**src/rtl/lcm_feeder.sv**
```systemverilog
// List-LCM sequencer in front of a two-operand LCM core: buffers {last,data}
// operands, chains partial results back through the core. Optional watchdog: LCM_FEEDER_TIMEOUT_EN.
module lcm_feeder #(
  parameter int unsigned DEPTH = 4
) (
  input  logic       clk,
  input  logic       rst,
  input  logic       in_valid,
  input  logic [7:0] in_data,
  input  logic       in_last,
  output logic       in_ready,
  output logic [7:0] x_o,
  output logic [7:0] y_o,
  output logic       go_o,
  input  logic       core_done_i,
  input  logic [7:0] core_d_i,
  output logic       res_valid,
  output logic [7:0] res_data,
  output logic       res_err,
  input  logic       res_ready
);

  localparam int unsigned AW = $clog2(DEPTH);

  typedef enum logic [2:0] {
    S_IDLE,
    S_FIRST,
    S_ISSUE,
    S_WAIT,
    S_DRAIN,
    S_OUT
  } state_t;

  logic [8:0]  mem_q [DEPTH];
  logic [AW:0] wr_ptr_q, rd_ptr_q;
  logic        rdy_q;
  logic        empty, full, push, pop;
  logic [7:0]  head_data;
  logic        head_last;

  state_t      state_q, state_d;
  logic [7:0]  acc_q, acc_d;
  logic [7:0]  x_q, x_d;
  logic [7:0]  y_q, y_d;
  logic        err_q, err_d;
  logic        last_q, last_d;
  logic        go_q, go_d;
  logic        done_ok;
  logic        timeout;

  assign empty     = (wr_ptr_q == rd_ptr_q);
  assign full      = (wr_ptr_q[AW] != rd_ptr_q[AW]) &&
                     (wr_ptr_q[AW-1:0] == rd_ptr_q[AW-1:0]);
  // rdy_q keeps in_ready low while reset is applied, independent of pointer state
  assign in_ready  = rdy_q & ~full;
  assign push      = in_valid & in_ready;
  assign head_data = mem_q[rd_ptr_q[AW-1:0]][7:0];
  assign head_last = mem_q[rd_ptr_q[AW-1:0]][8];

  always_ff @(posedge clk) begin
    if (!rst) begin
      wr_ptr_q <= '0;
      rd_ptr_q <= '0;
      rdy_q    <= 1'b0;
    end else begin
      rdy_q <= 1'b1;
      if (push) wr_ptr_q <= wr_ptr_q + (AW+1)'(1);
      if (pop)  rd_ptr_q <= rd_ptr_q + (AW+1)'(1);
    end
  end

  always_ff @(posedge clk) begin
    if (push) mem_q[wr_ptr_q[AW-1:0]] <= {in_last, in_data};
  end

`ifdef LCM_FEEDER_TIMEOUT_EN
  logic [7:0] wdog_q, wdog_d;

  // Counter is zero whenever the FSM is outside WAIT, so each WAIT starts fresh.
  always_comb wdog_d = (state_q == S_WAIT) ? wdog_q + 8'd1 : '0;

  always_ff @(posedge clk) begin
    if (!rst) wdog_q <= '0;
    else      wdog_q <= wdog_d;
  end

  assign timeout = (state_q == S_WAIT) && (wdog_q == 8'hFF);
`else
  assign timeout = 1'b0;
`endif

  // A done pulse in the go cycle itself is too early to belong to this issue.
  assign done_ok = core_done_i & ~go_q;

  always_ff @(posedge clk) begin
    if (!rst) begin
      state_q <= S_IDLE;
      acc_q   <= '0;
      x_q     <= '0;
      y_q     <= '0;
      err_q   <= 1'b0;
      last_q  <= 1'b0;
      go_q    <= 1'b0;
    end else begin
      state_q <= state_d;
      acc_q   <= acc_d;
      x_q     <= x_d;
      y_q     <= y_d;
      err_q   <= err_d;
      last_q  <= last_d;
      go_q    <= go_d;
    end
  end

  always_comb begin
    state_d = state_q;
    acc_d   = acc_q;
    x_d     = x_q;
    y_d     = y_q;
    err_d   = err_q;
    last_d  = last_q;
    go_d    = 1'b0;
    pop     = 1'b0;
    unique case (state_q)
      S_IDLE: begin
        if (!empty) state_d = S_FIRST;
      end
      S_FIRST: begin
        pop   = 1'b1;
        acc_d = head_data;
        if (head_data == '0) err_d = 1'b1;
        if (head_last)            state_d = S_OUT;
        else if (head_data == '0) state_d = S_DRAIN;
        else                      state_d = S_ISSUE;
      end
      S_ISSUE: begin
        if (!empty) begin
          pop    = 1'b1;
          last_d = head_last;
          if (head_data == '0) begin
            err_d   = 1'b1;
            acc_d   = '0;
            state_d = head_last ? S_OUT : S_DRAIN;
          end else begin
            x_d     = acc_q;
            y_d     = head_data;
            go_d    = 1'b1;
            state_d = S_WAIT;
          end
        end
      end
      S_WAIT: begin
        if (done_ok) begin
          acc_d   = core_d_i;
          state_d = last_q ? S_OUT : S_ISSUE;
        end else if (timeout) begin
          err_d   = 1'b1;
          acc_d   = '0;
          state_d = last_q ? S_OUT : S_DRAIN;
        end
      end
      S_DRAIN: begin
        if (!empty) begin
          pop = 1'b1;
          if (head_last) state_d = S_OUT;
        end
      end
      S_OUT: begin
        if (res_ready) begin
          err_d   = 1'b0;
          state_d = S_IDLE;
        end
      end
      default: state_d = S_IDLE;
    endcase
  end

  assign x_o       = x_q;
  assign y_o       = y_q;
  assign go_o      = go_q;
  assign res_valid = (state_q == S_OUT);
  assign res_data  = acc_q;
  assign res_err   = err_q;

endmodule

```
**config.mk**
```make
export PLATFORM = sky130hd
export DESIGN_NAME = lcm_feeder
export DESIGN_NICKNAME = d
export VERILOG_FILES = /design/src/rtl/lcm_feeder.sv
export SDC_FILE = /design/constraint.sdc
export NUM_CORES = 1
export LEC_CHECK = 0
export BUFFER_PORTS_ARGS = -buffer_cell sky130_fd_sc_hd__buf_2
export CORE_MARGIN = 2
export CORE_UTILIZATION = 25
export CTS_BUF_LIST = sky130_fd_sc_hd__clkbuf_8
export CTS_CLUSTER_SIZE = 24
export DETAILED_ROUTE_END_ITERATION = 6
export GPL_TIMING_DRIVEN = 0
export PLACE_DENSITY_LB_ADDON = 0.25
export SYNTH_ARGS = -nofsm -noshare
export SYNTH_HDL_FRONTEND = slang
export SYNTH_SLANG_ARGS = --single-unit
```
**constraint.sdc**
```tcl
create_clock -name clk -period 7.6 [get_ports clk]
set_clock_uncertainty 0.1 [all_clocks]
set_input_delay 1.52 -clock clk [delete_from_list [all_inputs] [get_ports clk]]
set_output_delay 1.52 -clock clk [all_outputs]
set_load 0.05 [all_outputs]
```
==> results_dict.tcl <==
set metrics [dict create \
    status "finished clean" \
    power_frac_clock_pct 23.5 \
    synthTopCellsByCount "39 x dfxtp_1, 36 x edfxtp_1, 24 x nor2b_1" \
    syn-cell-area_um2 3260 \
    finalSetupViolCount 0 \
    drive_above_1_share_pct 25.8 \
    synth-simple-area-share_pct 12.8 \
    cp.arrival_ns 1.86 \
    synthFlopType "dfxtp_1" \
    crit_fanout 10 \
    synth_seq_cells 75 \
    fin_ws_ns 4.12 \
    criticalPathCategory "register to primary output" \
    postPlaceCellArea_um2 3720 \
    layout.nets 347 \
    synthXorXnorAreaFrac_pct 3.23 \
    syn-instance-count 260 \
    synth_compound_area_share_pct 10.6 \
    dr_total_vias 2208 \
    grt_max_degree 15 \
    fin_crit_ns 3.48 \
    grt_pass1_vias 2160 \
    cts.sinks 75 \
    ioPinCount 50 \
    insertion_delay_ns 0.35 \
    wire_per_inst_um 15.0 \
    synthTopCellsByArea "edfxtp_1 33%, dfxtp_1 24%, mux4_2 6.2%" \
    yosysWarnings 0 \
    hold_viol_final 0 \
    drtPass1Iterations 4 \
    holdBufCountCts 0 \
    post_drt_via_cell_ratio 4.44 \
    drv_cap 0 \
    synth.most_common_cell "dfxtp_1" \
    fmax_mhz 288 \
    grt_pass1_wl_um 11800 \
    nFillCells 1313 \
    p_switching_uw 440 \
    relSlewSlack_pct 36.1 \
    grt_setup_unrepaired "no" \
    yosys.area.top_type_share_pct 33.2 \
    drtIter0Drc 94 \
    h-tree-depth 3 \
    cpMaxStageDelayCell "buf_1" \
    pwr-share-seq_pct 41.5 \
    yosysUniqueCellTypes 39 \
    cts_resized 0 \
    critPathCaptureType "primary output" \
    area_growth_pct 19.5 \
    antenna_found_initial 0 \
    core_um2 12700 \
    cts_buffer_depth 2 \
    rows 41 \
    start_kind "register" \
    synth_nets 287 \
    gr-total-overflow 0 \
    setup_tns_ns 0 \
    start_util_pct 25.7 \
    cp_cell_sequence "buf_1, inv_1, nor2_1, buf_2" \
    power_frac_comb_pct 35.0 \
    synth_area_per_cell_um2 12.5 \
    synth-edff-count 36 \
    chipWidth_um 118 \
    crit_buf_inv 3 \
    seq_area_frac_synth_pct 57.1 \
    synth_top_area_cell "edfxtp_1" \
    place_congestion 0.853 \
    cts_root_buffer "clkbuf_8" \
    power_density_nw_per_um2 301 \
    final_design_area_no_fill_um2 3890 \
    cp.required_ns 5.98 \
    switching_share_pct 37.6 \
    dp_hpwl_um 5420 \
    slew_viol_final 0 \
    ir_drop_v 0.000118 \
    cts_tree "done" \
    worst_pin_slew_ns 0.951 \
    post_cts_buffers 0 \
    synthMuxAreaShare_pct 11.8 \
    dieHeight_um 118 \
    die_area_um2 14000 \
    critical-path-top-delay-family "buffers and inverters" \
    ant_nets 0 \
    cpPeakStageDelay_ns 0.39 \
    antenna_cells 0 \
    cts_inserted_buffers 9 \
    drc 0 \
    clk_pin_slew_ns 0.08 \
    grtUsageTotal_pct 10.9 \
    hold_path.class "register to register" \
    synthAdderAreaFrac_pct 1.92 \
    cellLeakagePower_uw 0.00144 \
    fin_crit_sh_pct 45.7 \
    pre_cts_slack_ns 4.50 \
    async_flop_share_pct 0 \
    synth_top_family_by_area "simple AND/OR/NAND/NOR gates" \
    place.port_buffers 49 \
    p_int_uw 730 \
    totalWireLength_um 7440 \
]
## power by group through the flow
stage	sequential (uW)	combinational [uW]	clock, uW
2_1_floorplan	552	255	0
3_3_place_gp	495	411	0
3_5_place_dp	496	410	0
4_1_cts	486	412	285
5_1_grt	491	451	300
6_report	485	410	275
## registers in the layout, summed over array words and instances (netlist names), named ones only
signal    flops
last_q        1
res_err       1
go_o          1
x_o           8
rd_ptr_q      3
y_o           8
state_q       3
res_data      8
wr_ptr_q      3
rdy_q         1
mem_q        36
## cells by family after synthesis
| kind of cell | after synthesis |
|---|---|
| AOI/OAI and AO/OA | 51 |
| muxes | 27 |
| buffers and inverters | 18 |
| and+or+nand+nor | 72 |
| adders and majority gates | 5 |
| xor gates and xnor gates | 12 |
| DFF | 75 |
## metrics by stage
stage	power, uW	cells	utilization, %	hold WS [ns]
floorplan	808	260	-	0.421
global placement	906	481	29.3	0.382
detailed placement	906	481	29.3	0.382
CTS	1180	497	30.7	0.402
global route	1240	497	30.7	0.436
finish	1170	497	30.7	0.398
## layout by cell type (no fill, tap or decap), drive strengths merged, types with 4 or more instances in the layout
master  synthesis  final
nor2b          24     24
edfxtp         36     36
inv             3      7
xor2            4      4
dfxtp          39     39
nor2            4      4
xnor2           8      8
a21oi          21     21
clkbuf         11     20
mux4            9      9
buf             4     53
nand2          11     11
and3           11     11
nand2b          5      5
mux2i          18     18
nand3           4      4
ha              5      5
and2            6      6
o21ai          12     12
## path summary, 6_finish.rpt
check	start	end	slack (ns)	cells after the start
min	res_err$_SDFFE_PN0P_	res_err$_SDFFE_PN0P_	0.40	1
max	state_q[2]$_SDFFE_PN0P_	res_valid	4.12	4
max reg2reg	register	y_o[6]$_SDFFE_PN0P_	4.62	7
min reg2reg	res_err$_SDFFE_PN0P_	res_err$_SDFFE_PN0P_	0.40	1
## worst register-to-register path, cell delays in order (launching register included)
cell and delay (ns):
dfxtp_1 0.31, clkbuf_1 0.47, mux4_2 0.49, nor4_1 0.62, a21oi_2 0.33, buf_2 0.32, mux2i_1 0.19, nor2b_1 0.06
## metal layers
metal  routed length, um  GRT usage [%]  share of wire, %
met5                   0              0                 0
met2                3520           17.2                47
met3                 363           3.47               4.9
met4                  57           2.41              0.77
met1                3500           14.5                47
## area by class of cell
| type | instances | area (um^2) | share of cell area [%] |
|---|---|---|---|
| tap | 172 | 215 | 5.53 |
| clock buffer | 9 | 124 | 3.18 |
| multi-input combinational | 167 | 1310 | 33.7 |
| inverter | 3 | 11.3 | 0.289 |
| timing repair buffer | 49 | 245 | 6.30 |
| sequential | 75 | 1860 | 47.8 |
| clock inverter | 7 | 51.3 | 1.32 |
| buffer | 15 | 72.6 | 1.86 |
Note: power is estimated with default switching activity, not from simulation.
